[config.mk]
export PLATFORM = sky130hd
export DESIGN_NAME = alu_arb
export DESIGN_NICKNAME = d
export VERILOG_FILES = /design/src/rtl/alu_arb.sv
export SDC_FILE = /design/constraint.sdc
export NUM_CORES = 1
export LEC_CHECK = 0
export CAP_MARGIN = 20
export CORE_UTILIZATION = 60
export DETAILED_ROUTE_END_ITERATION = 12
export PLACE_DENSITY = 0.91
export SLEW_MARGIN = 20
export SYNTH_ARGS = -nofsm -noshare
export SYNTH_HDL_FRONTEND = slang
export SYNTH_HIERARCHICAL = 1
export SYNTH_SLANG_ARGS = --single-unit
export TNS_END_PERCENT = 50
[constraint.sdc]
create_clock -name clk -period 10.8 [get_ports clk]
set_input_delay 2.7 -clock clk [delete_from_list [all_inputs] [get_ports clk]]
set_output_delay 2.7 -clock clk [all_outputs]
set_load 0.01 [all_outputs]
[src/rtl/alu_arb.sv]
// Two-requester front end that time-shares one combinational ALU.
// Round-robin grant in IDLE, one EXEC cycle, result held in RESP until taken.

module alu #(
  parameter int DATA_LEN = 32
) (
  input  logic [DATA_LEN-1:0] i_a,
  input  logic [DATA_LEN-1:0] i_b,
  input  logic [2:0]          i_ctl,
  output logic [DATA_LEN-1:0] o_res,
  output logic [3:0]          o_nzcv
);

  logic                w_sub;
  logic [DATA_LEN-1:0] w_b_eff;
  logic [DATA_LEN:0]   w_sum;
  logic                w_ovf;
  logic                w_lt;
  logic                w_eq;
  logic                w_c;
  logic                w_v;

  // Subtraction is a + ~b + 1, so C is "no borrow" on 001.
  assign w_sub   = (i_ctl == 3'b001);
  assign w_b_eff = w_sub ? ~i_b : i_b;
  assign w_sum   = {1'b0, i_a} + {1'b0, w_b_eff} + {{DATA_LEN{1'b0}}, w_sub};
  assign w_ovf   = (i_a[DATA_LEN-1] == w_b_eff[DATA_LEN-1]) &&
                   (w_sum[DATA_LEN-1] != i_a[DATA_LEN-1]);
  assign w_lt    = ($signed(i_a) < $signed(i_b));
  assign w_eq    = (i_a == i_b);

  always_comb begin
    o_res = {DATA_LEN{1'b0}};
    w_c   = 1'b0;
    w_v   = 1'b0;
    case (i_ctl)
      3'b000, 3'b001: begin
        o_res = w_sum[DATA_LEN-1:0];
        w_c   = w_sum[DATA_LEN];
        w_v   = w_ovf;
      end
      3'b010:  o_res = ~i_a;
      3'b011:  o_res = i_a & i_b;
      3'b100:  o_res = i_a | i_b;
      3'b101:  o_res = i_a ^ i_b;
      3'b110:  o_res = {{(DATA_LEN-1){1'b0}}, w_lt};
      3'b111:  o_res = {{(DATA_LEN-1){1'b0}}, w_eq};
      default: o_res = {DATA_LEN{1'b0}};
    endcase
  end

  assign o_nzcv = {o_res[DATA_LEN-1], (o_res == {DATA_LEN{1'b0}}), w_c, w_v};

endmodule

module alu_arb #(
  parameter int DATA_LEN = 32
) (
  input  logic                clk,
  input  logic                rst_n,
  input  logic                req0_valid,
  output logic                req0_ready,
  input  logic [DATA_LEN-1:0] req0_a,
  input  logic [DATA_LEN-1:0] req0_b,
  input  logic [2:0]          req0_ctl,
  input  logic                req1_valid,
  output logic                req1_ready,
  input  logic [DATA_LEN-1:0] req1_a,
  input  logic [DATA_LEN-1:0] req1_b,
  input  logic [2:0]          req1_ctl,
  output logic                rsp_valid,
  input  logic                rsp_ready,
  output logic                rsp_id,
  output logic [DATA_LEN-1:0] rsp_res,
  output logic [3:0]          rsp_nzcv,
  output logic                busy
);

  typedef enum logic [1:0] {
    IDLE = 2'd0,
    EXEC = 2'd1,
    RESP = 2'd2
  } state_t;

  state_t              r_state;
  state_t              w_next;
  logic                w_any;
  logic                w_grant_id;
  logic                w_accept;
  logic                r_last;
  logic [DATA_LEN-1:0] r_a;
  logic [DATA_LEN-1:0] r_b;
  logic [2:0]          r_ctl;
  logic                r_id;
  logic                r_rsp_valid;
  logic                r_rsp_id;
  logic [DATA_LEN-1:0] r_rsp_res;
  logic [3:0]          r_rsp_nzcv;
  logic                r_busy;
  logic [DATA_LEN-1:0] w_alu_res;
  logic [3:0]          w_alu_nzcv;

  alu #(.DATA_LEN(DATA_LEN)) u_alu (
    .i_a    (r_a),
    .i_b    (r_b),
    .i_ctl  (r_ctl),
    .o_res  (w_alu_res),
    .o_nzcv (w_alu_nzcv)
  );

  assign w_any    = req0_valid | req1_valid;
  assign w_accept = (r_state == IDLE) && w_any;

  // On a tie, r_last=1 means requester 1 won last time, so requester 0 goes next.
  always_comb begin
    if (req0_valid && req1_valid) begin
      w_grant_id = ~r_last;
    end else if (req1_valid) begin
      w_grant_id = 1'b1;
    end else begin
      w_grant_id = 1'b0;
    end
  end

  always_ff @(posedge clk or negedge rst_n) begin
    if (!rst_n) begin
      r_state <= IDLE;
    end else begin
      r_state <= w_next;
    end
  end

  always_comb begin
    w_next = r_state;
    case (r_state)
      IDLE: begin
        if (w_any) w_next = EXEC;
        else       w_next = IDLE;
      end
      EXEC: w_next = RESP;
      RESP: begin
        if (rsp_ready) w_next = IDLE;
        else           w_next = RESP;
      end
      default: w_next = IDLE;
    endcase
  end

  // Ready is gated by rst_n so it drops immediately with reset, not at the next edge.
  always_comb begin
    if (rst_n && w_accept) begin
      req0_ready = ~w_grant_id;
      req1_ready = w_grant_id;
    end else begin
      req0_ready = 1'b0;
      req1_ready = 1'b0;
    end
  end

  always_ff @(posedge clk or negedge rst_n) begin
    if (!rst_n) begin
      r_last      <= 1'b1;
      r_a         <= {DATA_LEN{1'b0}};
      r_b         <= {DATA_LEN{1'b0}};
      r_ctl       <= 3'b000;
      r_id        <= 1'b0;
      r_rsp_valid <= 1'b0;
      r_rsp_id    <= 1'b0;
      r_rsp_res   <= {DATA_LEN{1'b0}};
      r_rsp_nzcv  <= 4'b0000;
      r_busy      <= 1'b0;
    end else begin
      r_busy <= (w_next != IDLE);
      if (w_accept) begin
        r_last <= w_grant_id;
        r_id   <= w_grant_id;
        r_a    <= w_grant_id ? req1_a   : req0_a;
        r_b    <= w_grant_id ? req1_b   : req0_b;
        r_ctl  <= w_grant_id ? req1_ctl : req0_ctl;
      end
      if (r_state == EXEC) begin
        r_rsp_valid <= 1'b1;
        r_rsp_id    <= r_id;
        r_rsp_res   <= w_alu_res;
        r_rsp_nzcv  <= w_alu_nzcv;
      end else if ((r_state == RESP) && rsp_ready) begin
        r_rsp_valid <= 1'b0;
      end
    end
  end

  assign rsp_valid = r_rsp_valid;
  assign rsp_id    = r_rsp_id;
  assign rsp_res   = r_rsp_res;
  assign rsp_nzcv  = r_rsp_nzcv;
  assign busy      = r_busy;

endmodule

# After elaboration in Yosys (flattened, before gate mapping)

Cells that the tools add are included.

Bitwise logic cells: 8
Add/sub/neg operators: 2
Mux-type cells: 16
Reduce and logical (&&, ||, !) cells: 11
Magnitude comparators: 1
Equality and inequality tests: 12

Operators with widths:

| operator             | count |
|---|---|
| $pmux W32 S7         | 1 |
| $mux W32             | 3 |
| $not A32 Y32         | 2 |
| $add A32 B32 Y33     | 1 |
| $add A33 B1 Y33      | 1 |
| $and A32 B32 Y32     | 1 |
| $eq A32 B32 Y1       | 1 |
| $logic_not A32 Y1    | 1 |
| $lt A32 B32 Y1       | 1 |
| $or A32 B32 Y32      | 1 |
| $xor A32 B32 Y32     | 1 |
| $eq A3 B3 Y1 const B | 4 |
| $mux W1              | 9 |
| $eq A3 B2 Y1 const B | 2 |
| $pmux W2 S3          | 1 |
| $logic_and A1 B1 Y1  | 5 |
| $reduce_bool A2 Y1   | 2 |
| $eq A3 B1 Y1 const B | 1 |
| $logic_not A3 Y1     | 1 |
| $mux W3              | 1 |
| $eq A2 B1 Y1 const B | 1 |
| $eq A2 B2 Y1 const B | 1 |
| $logic_not A2 Y1     | 1 |
| $mux W2              | 1 |
| other kinds (5)      | 6 |

Flip-flop bits (word level): 110
Word-level logic and storage cells: 61
Output and inout bits: 41
Input bits: 139

# Longest topological paths before layout

Gate-level depths: netlist (run 1).

Depth after elaboration: 7
Mapped depth: 22
Depth with buffers taken out: 16

# By module

The synthesis (run 1) kept the hierarchy.

Modules (own cells, without submodules):

| module  | times used | area each (sq um) | sequential area each (sq um) | cells each |
|---|---|---|---|---|
| alu_arb | 1          | 5507.8            | 2753.9                       | 318 |
| alu     | 1          | 5466.5            | 0.0                          | 799 |

# Worst setup path after synthesis (run 1)

OpenSTA, ideal clock, no wires.

Kind: input port to output port
From: in req1_valid
To: out req1_ready
Data arrival time: 3.667 ns
Path buffers: 2
Cell stages on the path: 4
Setup slack: 4.433 ns
Data required time: 8.100 ns
Path through: a21bo_1 buf_6 buf_8 nor4b_1

Cells in the longest elaborated chain, start to end: 4
Elaborated cells between the ends (all ways): 7
Classes of those cells: mux: 3; bitwise: 1; reduce/logical: 3

Ends and longest elaborated chain:

| element             | line | RTL |
|---|---|---|
| start: declaration  | 66   | `input logic req1_valid,` |
| $or A1 B1 Y1        | 111  | `assign w_any = req0_valid \| req1_valid;` |
| $logic_and A1 B1 Y1 | 112  | `assign w_accept = (r_state == IDLE) && w_any;` |
| $logic_and A1 B1 Y1 | 151  | `if (rst_n && w_accept) begin` |
| $mux W1 (*)         | 151  |  |
| end: declaration    | 67   | `output logic req1_ready,` |

Every way passes the cells marked *; elsewhere a longest branch is shown, timed or not.

# Worst setup path after layout (run 1)

Ends and elaborated chain as after synthesis.

==> results of run 1 <==
[final cells by class]
type	instances	area share [%]
Clock buffer	10	1.76
Multi-Input combinational cell	854	57.3
Tap cell	229	2.20
Inverter	88	2.54
Sequential cell	110	21.2
Clock inverter	6	0.663
Timing Repair Buffer	189	14.4
[flip-flops by register name, summed over array words and instances, names as in the netlist, 2 cells and up]
register,cells
r_a,32
r_state,2
r_b,32
rsp_res,32
r_ctl,3
rsp_nzcv,4
[cell families after synthesis]
group           count (synthesis)  synth area share [%]
simple gates                  247                  10.9
mux                           194                  24.3
fa+ha+maj                     128                  14.7
xor+xnor                       47                  3.75
buf+inv                       153                  7.26
compound gates                238                  14.0
flops                         110                  25.1
[cell usage in the layout (no fill, tap or decap), types with 9 or more instances in the layout]
cell type,instances
nor2_1,88
mux2_2,40
inv_1,88
a21oi_1,81
a21o_1,14
mux2i_1,19
clkbuf_16,9
ha_1,127
dfrtp_1,109
nor4_1,10
o21ai_0,43
o22ai_1,11
a211oi_1,13
buf_4,10
nand2_1,62
nand4_1,11
nand3_1,9
mux2_4,135
xnor2_1,39
nor3_1,12
clkdlybuf4s50_1,178
[critical path, stage by stage]
cell,delay (ns)
clkdlybuf4s50_1,0.52
a21bo_4,0.37
nor4b_1,0.39
clkdlybuf4s50_1,0.61
[path summary, 6_finish.rpt]
check	to	slack, ns	cells after the start	start
setup / recovery	req1_ready	3.52	4	req1_valid
max in group asynchronous	r_a[23]$_DFFE_PN0P_	7.19	2	rst_n
min in group asynchronous	rsp_res[13]$_DFFE_PN0P_	2.37	1	rst_n
hold / removal	rsp_res[27]$_DFFE_PN0P_	0.51	1	rsp_res[27]$_DFFE_PN0P_
setup reg to reg	rsp_nzcv[2]$_DFFE_PN0P_	4.88	17	r_ctl[0]$_DFFE_PN0P_
hold reg to reg	rsp_res[27]$_DFFE_PN0P_	0.51	1	rsp_res[27]$_DFFE_PN0P_
[metrics by stage]
stage | util [%] | hold slack (ns) | worst slack [ns] | instance area [µm²]
floorplan | - | 0.479 | 4.43 | 11000
global placement | 70.6 | 0.486 | 3.64 | 12700
detailed placement | 70.6 | 0.496 | 3.55 | 12700
CTS | 72.3 | 0.512 | 3.55 | 13000
global route | 72.5 | 0.527 | 3.47 | 13000
finish | 72.5 | 0.508 | 3.52 | 13000
[layer usage]
| layer | global-route usage (%) | up-vias | wire length (µm) |
|---|---|---|---|
| met1 | 45.0 | 4366 | 12700 |
| met2 | 48.8 | 536 | 13100 |
| met3 | 5.08 | 54 | 2650 |
| met5 | 0 | - | 0 |
| met4 | 8.79 | 0 | 601 |
| li1 | - | 4237 | - |
==> impl_metrics.csv, run 1 <==
group,metric,value,unit
synthesis,synth_common_cells,"mux2_4 (135), ha_1 (127), dfrtp_1 (109)",
route,routed-via-count,9193,
clocking,cts_tree,"done",
hold_path,hold_class,"flop to flop",
synthesis,ys_seq_elements,110,
floorplanning,ios,180,
route,routed_wl,29100,µm
synthesis,ys.flop_type,"dfrtp_1",
placement,gp_congestion,0.981,
critical_path,arrival,4.58,ns
synthesis,synth.area.top_cells,"dfrtp_1 (25%), mux2_4 (18%), ha_1 (14%)",
synthesis,synth_cell_types,76,
floorplanning,initial_core_util,61.1,%
clocking,cts_hold_buf,0,
outcome,status,"complete, no violations",
synthesis,yosysSeqAreaShare,25.1,%
final_layout,syn_to_final_growth,18.6,%
synthesis,synth_area_per_cell,9.82,µm²
clocking,htreeDepth,3,
timing,finalCritPeriodShare,67.4,%
floorplanning,die_area,18800,µm²
timing,max_freq,0.137,GHz
clocking,insertion_delay,0.36,ns
clocking,postCtsSetupRepairBufs,0,
clocking,cts.repair.resized,0,
synthesis,ys_async_sr_fraction,100,%
floorplanning,die_y,137,µm
final_layout,instances_no_fill,1486,
synthesis,synth-edff-count,0,
floorplanning,core-area,18000,µm²
synthesis,syn_area,11000,µm²
clocking,cts_buffers,9,
route,drc,0,
route,drtIter0Drc,1036,
grt,grt_use_total,31.4,%
timing,tightest_slew,1.11,ns
grt,antenna_found_initial,0,
critical_path,worstPathMaxFanout,20,
final_layout,seqCellArea,2750,µm²
route,via_per_inst,6.19,
timing,period_minus_slack,7.28,ns
route,wl_per_cell,19.6,µm
synthesis,syn_nets,1384,
final_layout,nFillCells,1243,
final_layout,drive_gt1_share,17.3,%
critical_path,crit_type,"input port to output pin",
clocking,clkSlewWorstSetupHoldPaths,0.07,ns
grt,grt_max_degree,67,
floorplanning,rows,49,
placement,dp_cells,1469,
timing,clock_skew,0.0121,ns
grt,first_global_vias,8663,
critical_path,endpoint_kind,"output pin",
synthesis,synth_top_area_cell,"dfrtp_1",
clocking,clockBufferDepth,2,
timing,relSlewSlack,25.7,%
grt,globalRoute.totalOverflow,0,
timing,maxSlewViolCount,0,
timing,rsz0062_at_grt,"no",
route,drt_first_pass_iters,6,
synthesis,synth_warnings,6,
grt,grt_pass1_wl,45700,µm
final_layout,antenna_cells,0,
floorplanning,fp.dieW,137,µm
timing,tns,0,ns
timing,setup_viol,0,
final_layout,multi_input_area,7450,µm²
clocking,clock_sinks,110,
run,drv_cap,0,
final_layout,fin_nets,1519,
placement,hpwl,22600,µm
route,ant_nets,0,
synthesis,yosys.area.top_type_share,24.9,%
placement,portBuffers,179,
critical_path,required,8.10,ns
clocking,root_buffer,"clkbuf_16",
synthesis,synth.most_common_cell,"mux2_4",
timing,hold_viol_final,0,
critical_path,worstSetupStartpointType,"input port",
synthesis,synthCells,1117,
Power of run 1 is left out: the tool's default activity adds up to more than one toggle a clock period on the data nets, which glitch-free logic cannot reach.
==> run 2: changes to the inputs <==
CORE_UTILIZATION = 56   (was 60)
PLACE_DENSITY = 0.86   (was 0.91)
clock period = 7.6 ns   (was 10.8 ns; I/O delays follow)
==> impl_metrics.csv, run 2 (same netlist as run 1, synthesis figures left out) <==
group,metric,value,unit
outcome,status,"complete, no violations",
clocking,clockBufferDepth,2,
clocking,clkSlewWorstSetupHoldPaths,0.07,ns
clocking,clock_sinks,110,
route,wl_met1,13600,µm
timing,clock_skew,0.0146,ns
placement,portBuffers,179,
timing,setup_viol,0,
final_layout,antenna_cells,0,
grt,grt_use_total,28.7,%
clocking,insertion_delay,0.37,ns
floorplanning,initial_core_util,57.9,%
timing,tightest_slew,1.08,ns
route,drc,0,
final_layout,multi_input_area,7450,µm²
critical_path,required,5.70,ns
final_layout,layout_commonest_cell,"clkdlybuf4s50_1",
critical_path,arrival,3.71,ns
clocking,cts_hold_buf,0,
grt,antenna_found_initial,0,
timing,maxSlewViolCount,0,
run,drv_cap,0,
timing,finalCritPeriodShare,73.9,%
floorplanning,die_y,142,µm
grt,first_global_vias,8473,
grt,globalRoute.totalOverflow,0,
final_layout,fin_nets,1519,
floorplanning,fp.dieW,142,µm
route,wl_per_cell,18.8,µm
route,wl_met3,2280,µm
timing,period_minus_slack,5.61,ns
grt,grt_max_degree,66,
final_layout,syn_to_final_growth,18.8,%
critical_path,worstSetupStartpointType,"input port",
grt,grt_pass1_wl,45100,µm
route,routed_wl,28500,µm
timing,relSlewSlack,27.7,%
clocking,cts_buffers,9,
final_layout,nFillCells,1429,
floorplanning,core-area,19000,µm²
route,drtIter0Drc,961,
clocking,htreeDepth,3,
timing,rsz0062_at_grt,"no",
critical_path,endpoint_kind,"output pin",
final_layout,fin_util,68.8,%
clocking,root_buffer,"clkbuf_16",
floorplanning,die_area,20200,µm²
critical_path,worstPathMaxFanout,20,
route,dr.max_layer_used,"met4",
clocking,cts.repair.resized,0,
final_layout,instances_no_fill,1517,
route,ant_nets,0,
floorplanning,rows,50,
critical_path,crit_type,"input port to output pin",
timing,max_freq,0.178,GHz
route,wl_met2,12100,µm
final_layout,final_cell_mix,"clkdlybuf4s50_1 (178), mux2_4 (135), ha_1 (127), dfrtp_1 (109)",
hold_path,hold_class,"flop to flop",
clocking,cts_tree,"done",
route,routed-via-count,8949,
placement,gp_congestion,0.956,
final_layout,drive_gt1_share,17.4,%
final_layout,seqCellArea,2750,µm²
placement,hpwl,22400,µm
timing,tns,0,ns
clocking,postCtsSetupRepairBufs,0,
route,drt_first_pass_iters,5,
route,via_per_inst,5.90,
timing,hold_viol_final,0,
placement,dp_cells,1500,
floorplanning,ios,180,
## run 2: worst max-delay path, cell delays in order
cell             delay [ns]
clkdlybuf4s50_1        0.53
a21bo_4                0.37
nor4b_1                0.32
clkdlybuf4s50_1        0.59
## run 2: area by class of cell
cell class | count | area share, %
multi-input combinational | 854 | 57.1
sequential | 110 | 21.1
timing repair buffer | 189 | 14.4
inverter | 88 | 2.53
tap | 260 | 2.49
clock buffer | 9 | 1.73
clock inverter | 7 | 0.585
## run 2: worst paths after layout
| path | start | endpoint | slack [ns] | depth (start not counted) |
|---|---|---|---|---|
| min in group asynchronous | rst_n | busy$_DFF_PN0_ | 1.55 | 1 |
| max in group asynchronous | rst_n | rsp_nzcv[0]$_DFFE_PN0P_ | 4.83 | 2 |
| hold / removal | rsp_res[23]$_DFFE_PN0P_ | rsp_res[23]$_DFFE_PN0P_ | 0.51 | 1 |
| hold reg to reg | rsp_res[23]$_DFFE_PN0P_ | rsp_res[23]$_DFFE_PN0P_ | 0.51 | 1 |
| setup reg to reg | r_ctl[2]$_DFFE_PN0P_ | rsp_nzcv[2]$_DFFE_PN0P_ | 2.08 | 15 |
| setup / recovery | req1_valid | req1_ready | 1.99 | 4 |
## run 2: layer usage
| layer | GRT usage [%] | up-vias |
|---|---|---|
| met5 | 0 | - |
| met4 | 7.53 | 0 |
| met3 | 4.54 | 37 |
| met2 | 41.5 | 419 |
| met1 | 43.7 | 4265 |
| li1 | - | 4228 |
## run 2: per-stage QoR
step | hold WS, ns | area, µm² | setup slack [ns]
3_5_place_dp | 0.495 | 12700 | 1.98
5_1_grt | 0.525 | 13000 | 1.70
4_1_cts | 0.513 | 13000 | 1.98
3_3_place_gp | 0.490 | 12700 | 2.02
2_1_floorplan | 0.479 | 11000 | 2.37
6_report | 0.505 | 13000 | 1.99
Power of run 2 is left out for the same reason.
==> run 3: changes to the inputs <==
CORE_UTILIZATION = 50   (was 56)
PLACE_DENSITY = 0.82   (was 0.86)
clock period = 4.8 ns   (was 7.6 ns; I/O delays follow)
==> impl_metrics.csv, run 3 (same netlist as run 1, synthesis figures left out) <==
group,metric,value,unit
floorplanning,die_area,22500,µm²
route,drtIter0Drc,867,
critical_path,crit_type,"flop to flop",
grt,grt_max_degree,66,
timing,tightest_slew,1.07,ns
clocking,htreeDepth,3,
clocking,cts_hold_buf,0,
placement,gp_congestion,0.981,
clocking,root_buffer,"clkbuf_16",
final_layout,antenna_cells,0,
timing,hold_viol_final,0,
route,ant_nets,0,
floorplanning,core-area,21300,µm²
timing,period_minus_slack,4.46,ns
route,drt_first_pass_iters,5,
clocking,cts_tree,"done",
final_layout,final_cell_mix,"clkdlybuf4s50_1 (178), mux2_4 (135), ha_1 (127), dfrtp_1 (108)",
route,via_per_inst,5.78,
route,routed-via-count,8922,
final_layout,fin_util,62.0,%
timing,finalCritPeriodShare,92.9,%
timing,relSlewSlack,28.4,%
final_layout,fin_nets,1530,
grt,antenna_found_initial,0,
grt,globalRoute.totalOverflow,0,
critical_path,required,5.11,ns
clocking,insertion_delay,0.37,ns
grt,grt_pass1_wl,45100,µm
floorplanning,initial_core_util,51.6,%
grt,grt_use_total,25.8,%
clocking,clock_sinks,110,
critical_path,r2r_slack,0.34,ns
route,wl_per_cell,18.4,µm
timing,maxSlewViolCount,0,
clocking,cts_buffers,9,
timing,max_freq,0.224,GHz
outcome,status,"complete, no violations",
clocking,clockBufferDepth,2,
final_layout,syn_to_final_growth,20.2,%
timing,clock_skew,0.00936,ns
timing,setup_viol,0,
timing,tns,0,ns
placement,portBuffers,179,
route,drc,0,
floorplanning,die_y,150,µm
route,routed_wl,28400,µm
critical_path,worstSetupStartpointType,"flop",
placement,hpwl,22200,µm
final_layout,layout_commonest_cell,"clkdlybuf4s50_1",
floorplanning,fp.dieW,150,µm
floorplanning,ios,180,
hold_path,hold_class,"flop to flop",
critical_path,endpoint_kind,"flop",
critical_path,arrival,4.77,ns
timing,rsz0062_at_grt,"no",
floorplanning,rows,53,
run,drv_cap,0,
grt,first_global_vias,8419,
final_layout,drive_gt1_share,18.2,%
clocking,clkSlewWorstSetupHoldPaths,0.08,ns
critical_path,worstPathMaxFanout,8,
run 3: layout make-up:
type	instances	area, µm²
clock buffers	9	225
multi-input cells	854	7470
inverters	88	330
flip-flops and latches	110	2760
repair buffers	200	1960
fillers	1738	8100
clock inverters	7	111
well taps	275	344
run 3: critical path: stages (launching register included):
cell	delay [ns]
dfrtp_1	0.38
or2_2	0.33
nor2_4	0.14
buf_4	0.20
buf_4	0.15
xnor2_1	0.12
ha_1	0.32
a21oi_1	0.29
o21ai_0	0.20
o21ba_2	0.28
nor3_1	0.26
o21ai_1	0.11
buf_4	0.17
mux2_2	0.29
a211o_1	0.29
nor4b_1	0.30
and4b_1	0.25
and4bb_1	0.18
mux2_2	0.13
run 3: path summary, 6_finish.rpt:
| path | startpoint | end | depth (start not counted) |
|---|---|---|---|
| max in group asynchronous | rst_n | rsp_res[0]$_DFFE_PN0P_ | 3 |
| min in group asynchronous | rst_n | busy$_DFF_PN0_ | 2 |
| hold / removal | rsp_res[25]$_DFFE_PN0P_ | rsp_res[25]$_DFFE_PN0P_ | 1 |
| setup reg to reg | r_ctl[2]$_DFFE_PN0P_ | rsp_nzcv[2]$_DFFE_PN0P_ | 18 |
| hold reg to reg | rsp_res[25]$_DFFE_PN0P_ | rsp_res[25]$_DFFE_PN0P_ | 1 |
| setup / recovery | r_ctl[2]$_DFFE_PN0P_ | rsp_nzcv[2]$_DFFE_PN0P_ | 18 |
run 3: stage by stage:
stage	std cells	setup WS [ns]	area, µm²	hold WS [ns]
4_1_cts	1537	0.278	13100	0.516
3_5_place_dp	1521	0.287	12800	0.498
2_1_floorplan	1117	0.0516	11000	0.479
5_1_grt	1543	0.0905	13200	0.526
3_3_place_gp	1521	0.366	12800	0.490
6_report	1543	0.339	13200	0.509
run 3: layer usage:
metal,vias to the layer above,global-route usage [%],share of wire [%]
li1,4258,-,-
met1,4208,39.6,48
met2,423,36.9,42
met3,33,3.79,8.2
met4,0,7.83,1.9
met5,-,0,0
run 3: repair_timing:
| action | CTS | global route |
|---|---|---|
| setup endpoints to repair | 0 | 1 |
| resized for setup | 0 | 1 |
| setup buffers | 0 | 5 |
Power of run 3 is left out for the same reason.
